**config.mk**
```make
export PLATFORM = sky130hd
export DESIGN_NAME = frame_renderer_flat
export DESIGN_NICKNAME = d
export VERILOG_FILES = /design/src/rtl/frame_renderer_if.sv /design/src/rtl/frame_renderer.sv /design/src/flat_wrapper.sv
export SDC_FILE = /design/constraint.sdc
export NUM_CORES = 1
export LEC_CHECK = 0
export ABC_AREA = 0
export CAP_MARGIN = 10
export CORE_MARGIN = 5
export CORE_UTILIZATION = 50
export CTS_CLUSTER_DIAMETER = 120
export DETAILED_ROUTE_END_ITERATION = 10
export GPL_TIMING_DRIVEN = 0
export PLACE_DENSITY_LB_ADDON = 0.1
export SLEW_MARGIN = 20
export SYNTH_ARGS = -nofsm -noshare
export SYNTH_HDL_FRONTEND = slang
export SYNTH_SLANG_ARGS = --single-unit
```
**constraint.sdc**
```tcl
create_clock -name clock_i -period 3.15 [get_ports clock_i]
set_clock_uncertainty 0.1 [all_clocks]
set_input_delay 0.4725 -clock clock_i [delete_from_list [all_inputs] [get_ports clock_i]]
set_output_delay 0.4725 -clock clock_i [all_outputs]
set_load 0.05 [all_outputs]
```
**src/rtl/frame_renderer_if.sv**
```systemverilog
// frame_renderer_if: game-side bus into the renderer and the pixel stream toward vga_adapter
interface frame_renderer_if;
    logic       frame_tick;
    logic [2:0] player_height;
    logic [7:0] obstacle_x;
    logic       dead;
    logic [7:0] x;
    logic [6:0] y;
    logic [2:0] colour;
    logic       plot;
    logic       busy;
    logic       done;
    logic       overrun;
    modport master (
        output frame_tick, player_height, obstacle_x, dead,
        input  x, y, colour, plot, busy, done, overrun
    );
    modport slave (
        input  frame_tick, player_height, obstacle_x, dead,
        output x, y, colour, plot, busy, done, overrun
    );
endinterface

```
**src/rtl/frame_renderer.sv**
```systemverilog
// frame_renderer: erases last frame's sprites and draws new ones, one pixel per cycle (optional ground line under FRAME_RENDERER_GROUND_EN)
module frame_renderer #(
    parameter int PLAYER_X    = 20,
    parameter int GROUND_Y    = 100,
    parameter int HEIGHT_STEP = 6
) (
    input logic              clock_i,
    input logic              reset_i,
    frame_renderer_if.slave  fr_if
);
`ifdef FRAME_RENDERER_GROUND_EN
    typedef enum logic [2:0] {IDLE, ERASE_P, ERASE_O, GROUND, DRAW_P, DRAW_O, DONE} state_t;
`else
    typedef enum logic [2:0] {IDLE, ERASE_P, ERASE_O, DRAW_P, DRAW_O, DONE} state_t;
`endif
    localparam logic [8:0] PX     = 9'(PLAYER_X);
    localparam logic [6:0] PTOP0  = 7'(GROUND_Y - 8);
    localparam logic [6:0] OTOP   = 7'(GROUND_Y - 12);
    localparam logic [6:0] GY     = 7'(GROUND_Y);
    localparam logic [6:0] HS     = 7'(HEIGHT_STEP);
    state_t      state_q, state_d;
    logic [7:0]  cnt_q, cnt_d;
    logic [2:0]  cur_h_q, prev_h_q;
    logic [7:0]  cur_ox_q, prev_ox_q;
    logic        cur_dead_q, prev_valid_q;
    logic [7:0]  x_q;
    logic [6:0]  y_q;
    logic [2:0]  col_q;
    logic        plot_q, busy_q, done_q, overrun_q;
    logic [8:0]  px9;
    logic [6:0]  px_y, prev_top, cur_top;
    logic [2:0]  px_c;
    logic        px_en;
    assign prev_top = PTOP0 - {4'd0, prev_h_q} * HS;
    assign cur_top  = PTOP0 - {4'd0, cur_h_q} * HS;
    // next state and pixel counter; every drawing state ends on its last pixel index
    always_comb begin
        state_d = state_q;
        cnt_d   = cnt_q + 8'd1;
        case (state_q)
            IDLE: begin
                cnt_d   = 8'd0;
                state_d = fr_if.frame_tick ? ERASE_P : IDLE;
            end
            ERASE_P: if (cnt_q == 8'd63) begin
                cnt_d   = 8'd0;
                state_d = ERASE_O;
            end
            ERASE_O: if (cnt_q == 8'd47) begin
                cnt_d   = 8'd0;
`ifdef FRAME_RENDERER_GROUND_EN
                state_d = GROUND;
`else
                state_d = DRAW_P;
`endif
            end
`ifdef FRAME_RENDERER_GROUND_EN
            GROUND: if (cnt_q == 8'd159) begin
                cnt_d   = 8'd0;
                state_d = DRAW_P;
            end
`endif
            DRAW_P: if (cnt_q == 8'd63) begin
                cnt_d   = 8'd0;
                state_d = DRAW_O;
            end
            DRAW_O: if (cnt_q == 8'd47) begin
                cnt_d   = 8'd0;
                state_d = DONE;
            end
            DONE: begin
                cnt_d   = 8'd0;
                state_d = IDLE;
            end
            default: begin
                cnt_d   = 8'd0;
                state_d = IDLE;
            end
        endcase
    end
    // pixel for the upcoming cycle, derived from the next state so outputs register with one-cycle latency
    always_comb begin
        px9   = {1'b0, x_q};
        px_y  = y_q;
        px_c  = col_q;
        px_en = 1'b0;
        case (state_d)
            ERASE_P: begin
                px9   = PX + 9'(cnt_d[2:0]);
                px_y  = prev_top + 7'(cnt_d[5:3]);
                px_c  = 3'b000;
                px_en = prev_valid_q;
            end
            ERASE_O: begin
                px9   = {1'b0, prev_ox_q} + 9'(cnt_d[1:0]);
                px_y  = OTOP + 7'(cnt_d[5:2]);
                px_c  = 3'b000;
                px_en = prev_valid_q;
            end
`ifdef FRAME_RENDERER_GROUND_EN
            GROUND: begin
                px9   = {1'b0, cnt_d};
                px_y  = GY;
                px_c  = 3'b110;
                px_en = 1'b1;
            end
`endif
            DRAW_P: begin
                px9   = PX + 9'(cnt_d[2:0]);
                px_y  = cur_top + 7'(cnt_d[5:3]);
                px_c  = cur_dead_q ? 3'b100 : 3'b010;
                px_en = 1'b1;
            end
            DRAW_O: begin
                px9   = {1'b0, cur_ox_q} + 9'(cnt_d[1:0]);
                px_y  = OTOP + 7'(cnt_d[5:2]);
                px_c  = 3'b111;
                px_en = 1'b1;
            end
            default: px_en = 1'b0;
        endcase
    end
    // state, counter and registered pixel outputs
    always_ff @(posedge clock_i or posedge reset_i) begin
        if (reset_i) begin
            state_q <= IDLE;
            cnt_q   <= 8'd0;
            x_q     <= 8'd0;
            y_q     <= 7'd0;
            col_q   <= 3'd0;
            plot_q  <= 1'b0;
            busy_q  <= 1'b0;
            done_q  <= 1'b0;
        end else begin
            state_q <= state_d;
            cnt_q   <= cnt_d;
            x_q     <= px9[7:0];
            y_q     <= px_y;
            col_q   <= px_c;
            plot_q  <= px_en && (px9 < 9'd160);
            busy_q  <= state_d != IDLE;
            done_q  <= state_d == DONE;
        end
    end
    // tick snapshot, end-of-frame copy into prev_* and sticky overrun on dropped ticks
    always_ff @(posedge clock_i or posedge reset_i) begin
        if (reset_i) begin
            cur_h_q      <= 3'd0;
            cur_ox_q     <= 8'd0;
            cur_dead_q   <= 1'b0;
            prev_h_q     <= 3'd0;
            prev_ox_q    <= 8'd0;
            prev_valid_q <= 1'b0;
            overrun_q    <= 1'b0;
        end else begin
            if (state_q == IDLE && fr_if.frame_tick) begin
                cur_h_q    <= fr_if.player_height;
                cur_ox_q   <= fr_if.obstacle_x;
                cur_dead_q <= fr_if.dead;
            end
            if (state_q == DONE) begin
                prev_h_q     <= cur_h_q;
                prev_ox_q    <= cur_ox_q;
                prev_valid_q <= 1'b1;
            end
            overrun_q <= overrun_q | (fr_if.frame_tick && state_q != IDLE);
        end
    end
    assign fr_if.x       = x_q;
    assign fr_if.y       = y_q;
    assign fr_if.colour  = col_q;
    assign fr_if.plot    = plot_q;
    assign fr_if.busy    = busy_q;
    assign fr_if.done    = done_q;
    assign fr_if.overrun = overrun_q;
endmodule
```
**src/flat_wrapper.sv**
```systemverilog
// flat-port wrapper written by rule: the top's interface ports become plain ports
module frame_renderer_flat 
#(
    parameter int PLAYER_X    = 20,
    parameter int GROUND_Y    = 100,
    parameter int HEIGHT_STEP = 6
)
  (clock_i, reset_i, fr_if_frame_tick, fr_if_player_height, fr_if_obstacle_x, fr_if_dead, fr_if_x, fr_if_y, fr_if_colour, fr_if_plot, fr_if_busy, fr_if_done, fr_if_overrun);
  frame_renderer_if fr_if_i ();
  input logic clock_i;
  input logic reset_i;
  input wire logic [$bits(fr_if_i.frame_tick)-1:0] fr_if_frame_tick;
  input wire logic [$bits(fr_if_i.player_height)-1:0] fr_if_player_height;
  input wire logic [$bits(fr_if_i.obstacle_x)-1:0] fr_if_obstacle_x;
  input wire logic [$bits(fr_if_i.dead)-1:0] fr_if_dead;
  output wire logic [$bits(fr_if_i.x)-1:0] fr_if_x;
  output wire logic [$bits(fr_if_i.y)-1:0] fr_if_y;
  output wire logic [$bits(fr_if_i.colour)-1:0] fr_if_colour;
  output wire logic [$bits(fr_if_i.plot)-1:0] fr_if_plot;
  output wire logic [$bits(fr_if_i.busy)-1:0] fr_if_busy;
  output wire logic [$bits(fr_if_i.done)-1:0] fr_if_done;
  output wire logic [$bits(fr_if_i.overrun)-1:0] fr_if_overrun;
  assign fr_if_i.frame_tick = fr_if_frame_tick;
  assign fr_if_i.player_height = fr_if_player_height;
  assign fr_if_i.obstacle_x = fr_if_obstacle_x;
  assign fr_if_i.dead = fr_if_dead;
  assign fr_if_x = fr_if_i.x;
  assign fr_if_y = fr_if_i.y;
  assign fr_if_colour = fr_if_i.colour;
  assign fr_if_plot = fr_if_i.plot;
  assign fr_if_busy = fr_if_i.busy;
  assign fr_if_done = fr_if_i.done;
  assign fr_if_overrun = fr_if_i.overrun;
  frame_renderer #(.PLAYER_X(PLAYER_X), .GROUND_Y(GROUND_Y), .HEIGHT_STEP(HEIGHT_STEP)) u_core (.clock_i(clock_i), .reset_i(reset_i), .fr_if(fr_if_i));
endmodule
```
# Word-level counts from Yosys, hierarchy flattened
# Cells that the tools add are included.
op_classes:
  mul: 2
  n_reduce_logical: 14
  div_mod_pow: 0
  n_eq_ne: 12
  addsub: 9
  muxes: 14
  magnitude_cmp: 1
  shifts: 0
  n_bitwise: 1
ops:
  columns: ["op", "n"]
  rows:
  - ["one-hot mux 9 bit (3 select lines)", 1]
  - ["one-hot mux 7 bit (3 select lines)", 1]
  - ["adder 8 x 2 -> 9 bit", 2]
  - ["== test 8 x 6 -> 1 bit, second input constant", 2]
  - ["2-to-1 mux 8 bit", 2]
  - ["one-hot mux 8 bit (2 select lines)", 1]
  - ["2-to-1 mux 3 bit", 5]
  - ["one-hot mux 3 bit (5 select lines)", 1]
  - ["adder 7 x 3 -> 7 bit", 2]
  - ["subtractor 7 x 6 -> 7 bit, first input constant", 2]
  - ["== test 3 x 2 -> 1 bit, second input constant", 4]
  - ["== test 3 bit, second input constant", 4]
  - ["nonzero test 3 bit", 4]
  - ["OR reduction 2 bit", 6]
  - ["multiplier 3 x 2 -> 5 bit, second input constant", 2]
  - ["less-than comparator 9 x 8 -> 1 bit, second input constant", 1]
  - ["one-hot mux 3 bit (3 select lines)", 1]
  - ["adder 8 x 1 -> 8 bit, second input constant", 1]
  - ["adder 7 x 4 -> 7 bit, first input constant", 1]
  - ["adder 5 x 3 -> 6 bit, first input constant", 1]
  - ["== test 3 x 1 -> 1 bit, second input constant", 2]
  - ["logical AND 1 bit", 3]
  - ["zero test 3 bit", 1]
  - ["one-hot mux 1 bit (2 select lines)", 1]
  - ["other kinds (2)", 2]
totals:
  n_memories: 0
  ram_bits: 0
  word_cells: 68
  regBits: 57
  input_bits: 15
  romBits: 0
  latchBits: 0
  output_inout_bits: 22

# Longest topological paths before layout
depth:
  depth_word: 8
  ltp_mapped: 16
  mapped_depth_nobuf: 15

# Least setup slack after synthesis
# No wires, ideal clock.
synth_timing:
  path_kind: "register -> register"
  from: "register u_core.cnt_q[0]"
  to: "register u_core.y_q[4], in the netlist u_core.fr_if.y[4]"
  t_arrival_ns: 3.231
  path_stages_with_launch: 17
  setup_time_ns: 0.125
  path_buffers: 1
  required_ns: 2.925
  period_less_slack_ns: 3.456
  path_slack_ns: -0.306
  path_cell_list: "dfrtp_1 ha_1 and4_1 and3_1 clkbuf_1 a2bb2oi_1 nor2_1 inv_1 ha_1 inv_1 ha_1 a21o_1 a21oi_1 xnor2_1 a22oi_1 o21ai_1 mux2_2"
synth_between:
  elab_cells_between_ends: 21
  classes_between: "add/sub (4); eq/ne (6); mux (9); reduce/logical (2)"
synth_rtl:
  columns: ["element", "line_no", "source"]
  rows:
  - ["start: declaration", "frame_renderer.sv:22", "logic [7:0] cnt_q, cnt_d;"]
  - ["start signal: assignment", "frame_renderer.sv:136", "cnt_q <= cnt_d;"]
  - ["adder 8 x 1 -> 8 bit (tied with other cells)", "frame_renderer.sv:39", "cnt_d = cnt_q + 8'd1;"]
  - ["2-to-1 mux 8 bit (on tied branches)", null, null]
  - ["one-hot mux 8 bit (2 select lines) *", "frame_renderer.sv:40", "case (state_q)"]
  - ["named net u_core.cnt_d[5]", "frame_renderer.sv:22", null]
  - ["adder 7 x 4 -> 7 bit (tied with other cells)", "frame_renderer.sv:96, frame_renderer.sv:116", null]
  - ["one-hot mux 7 bit (3 select lines) *", "frame_renderer.sv:87", "case (state_d)"]
  - ["end signal: assignment", "frame_renderer.sv:138", "y_q <= px_y;"]
  - ["end: declaration", "frame_renderer.sv:27", "logic [6:0] y_q;"]
# The timed path passes the listed nets; every way through them passes the cells marked *.
# A chain may end at the register's enable or synchronous reset.

# Final worst setup path
# Ends and elaborated chain as after synthesis.

==> results.json <==
{
  "worst_slack_ns": -0.124,
  "syn_area_um2": 3460,
  "slew_viol_final": 0,
  "viasPerCell": 5.72,
  "drc_errors": 0,
  "wirelength_um": 8610,
  "startpoint_type": "flop",
  "wl_per_cell_um": 17.4,
  "synth_top_area_share_pct": 41.2,
  "cts_buffer_depth": 2,
  "critPathMaxFanout": 4,
  "start_util_pct": 51.3,
  "antenna_cells": 0,
  "final_layout_size_suffix_gt1_share_pct": 26.2,
  "detail-route-antenna-nets": 0,
  "seq_area_um2": 1430,
  "crit_chain": "ha_4, nand4_4, buf_6, or3_4, a2bb2oi_4, nor2_4, inv_2, ha_4, inv_4, ha_4, a21o_1, a21oi_2, xnor2_1, a22oi_1, o21ai_1, mux2_4",
  "dpl.hpwl_um": 5970,
  "slowest_delay_ns": 0.42,
  "synth_cells": 347,
  "status": "complete, but fails checks",
  "violations": "negative setup slack",
  "ys_ff_latch": 57,
  "rows": 30,
  "coreArea_um2": 6760,
  "crit_top_cell": "ha_4",
  "r2r_start": "u_core.cnt_q[0]$_DFF_PP0_",
  "vias": 2839,
  "clkLatencyLatePin_ns": 0.34,
  "first_global_vias": 2813,
  "seq_area_frac_synth_pct": 41.2,
  "cts_sinks": 57,
  "fillers": 525,
  "multi_input_area_um2": 2200,
  "design_power_total_uw": 1620,
  "yosysWarnings": 0,
  "path_delay_family": "compound AO/OA/AOI/OAI gates",
  "synth.area.top_cells": "dfrtp_1, ha_1, mux2_2, fa_1, nand2_1",
  "fp.dieH_um": 93.2,
  "dpl_cell_area_um2": 3960,
  "period_needed_ns": 3.27,
  "io_buffers": 36,
  "cp-end-kind": "flop",
  "nNetsFinal": 454,
  "area_growth_pct": 33.1,
  "final_cell_mix": "dfrtp_1, clkdlybuf4s50_1, nand2_1",
  "grt_max_degree": 58,
  "min_from": "u_core.fr_if.overrun$_DFF_PP0_",
  "fin_crit_sh_pct": 104,
  "grt_pass1_wl_um": 14200,
  "cpMaxStageDelayCell": "or3_4",
  "power_density_nw_per_um2": 352,
  "cp.arrival_ns": 3.40,
  "track_usage_pct": 21.2,
  "antenna_found_initial": 0,
  "finalSetupViolCount": 3,
  "tns_ns": -0.227,
  "gr-total-overflow": 0,
  "cp_num_buf_inv": 3,
  "drt-initial-drc-count": 142,
  "required_ns": 3.27,
  "htreeDepth": 3,
  "worstMarginPinSlew_ns": 0.990,
  "gp_congestion": 0.855,
  "rsz0062_at_grt": "true",
  "root_buffer": "clkbuf_8",
  "synth_nets": 390,
  "max_freq_mhz": 305,
  "avgSynthCellArea_um2": 9.98,
  "cts_tree": "built",
  "synth_edf_count": 0,
  "synth_flop_cell": "dfrtp_1",
  "maxCapViolations": 0,
  "holdBufCountCts": 0,
  "firstDrtPassIters": 5,
  "yosys.area.top_type": "dfrtp_1",
  "die_area_um2": 8690,
  "path_clk_slew_ns": 0.07,
  "fin_area_um2": 4610,
  "final_common_cell": "dfrtp_1",
  "startpoint": "u_core.cnt_q[0]$_DFF_PP0_",
  "relSlewSlack_pct": 33.5,
  "pre_cts_ws_ns": -0.551,
  "peakVddDrop_mv": 0.283,
  "cts_buffers": 9,
  "synth_cell_type_count": 56,
  "hp-class": "flop to flop",
  "async_reset_ff_share_pct": 100,
  "dieWidth_um": 93.2,
  "hold_viol": 0,
  "leakage_uw": 0.00199,
  "worstSetupPathType": "flop to flop",
  "io_pins": 37
}
## cell usage after synthesis, drive strengths merged (7+ instances only)
cell type  count
dfrtp         57
xor2          15
nor2          25
nor3           7
inv           25
mux2          21
xnor2          9
fa             7
a21oi         17
ha            21
nand2         36
o21ai         18
## layer usage
layer / vias to the layer above / global-route usage (%) / part of all wire [%]
met4: 0 / 8.79 / 1.6
met1: 1402 / 29.0 / 45
li1: 1337 / - / -
met5: - / 0 / 0
met3: 14 / 4.51 / 5.1
met2: 86 / 32.7 / 49
## stage by stage
step	utilization (%)	hold WS, ns	std cells
floorplan	-	0.327	347
global placement	58.6	0.348	463
finish	68.3	0.378	496
detailed placement	58.6	0.350	463
CTS	64.6	0.380	487
global route	68.3	0.392	496
## cells by family after synthesis
| logic type | after synthesis | share of synthesized area [%] |
|---|---|---|
| simple gates | 104 | 14.9 |
| compound gates | 74 | 14.2 |
| xor+xnor | 24 | 6.07 |
| buf+inv | 37 | 4.59 |
| fa+ha+maj | 28 | 11.6 |
| flops | 57 | 41.2 |
| mux | 23 | 7.40 |
## worst paths after layout
check                                            endpoint  slack, ns  cells after the start
setup / recovery            u_core.fr_if.y[4]$_DFFE_PP0P_      -0.12                     16
hold / removal             u_core.fr_if.overrun$_DFF_PP0_       0.38                      1
setup reg to reg            u_core.fr_if.y[4]$_DFFE_PP0P_      -0.12                     16
hold reg to reg            u_core.fr_if.overrun$_DFF_PP0_       0.38                      1
max in group asynchronous     u_core.state_q[0]$_DFF_PP0_       1.95                      2
min in group asynchronous  u_core.fr_if.overrun$_DFF_PP0_       0.48                      2
## power breakdown
part	switching (uW)	internal, uW	total [uW]
logic	68.6	63.7	132
clock network	294	444	739
registers	11.5	740	752
## cell type report
| type | count | area share (%) |
|---|---|---|
| Buffer | 9 | 1.14 |
| Multi-Input combinational cell | 253 | 47.7 |
| Timing Repair Buffer | 56 | 11.2 |
| Sequential cell | 57 | 31.0 |
| Inverter | 25 | 2.20 |
| Clock buffer | 11 | 2.85 |
| Clock inverter | 5 | 1.74 |
| Tap cell | 80 | 2.17 |
## worst register-to-register path: cells and delay by family, from the launching register on
family                     cells  cell delay (ns)
xor gates and xnor gates       1             0.10
buffers and inverters          3             0.33
DFF                            1             0.39
adders and majority gates      3             0.58
and+or+nand+nor                3             0.58
AOI/OAI and AO/OA              5             0.83
muxes                          1             0.27
## registers in the layout, summed over array words and instances, names as in the netlist
signal                cells
u_core.prev_ox_q          8
u_core.fr_if.done         1
u_core.prev_valid_q       1
u_core.fr_if.plot         1
u_core.fr_if.busy         1
u_core.cur_ox_q           8
u_core.fr_if.overrun      1
u_core.cur_h_q            3
u_core.fr_if.colour       3
u_core.state_q            3
u_core.fr_if.x            8
u_core.fr_if.y            7
u_core.prev_h_q           3
u_core.cnt_q              8
u_core.cur_dead_q         1
## what timing repair did
action                                  in CTS  in global routing
buffers inserted                            10                 10
pin swaps                                   17                 36
gates cloned                                 0                  0
endpoints found under the hold margin        0                  0
endpoints found under the setup margin      12                  9
resized for setup                           30                 37
Note: power is estimated with default switching activity, not from simulation.
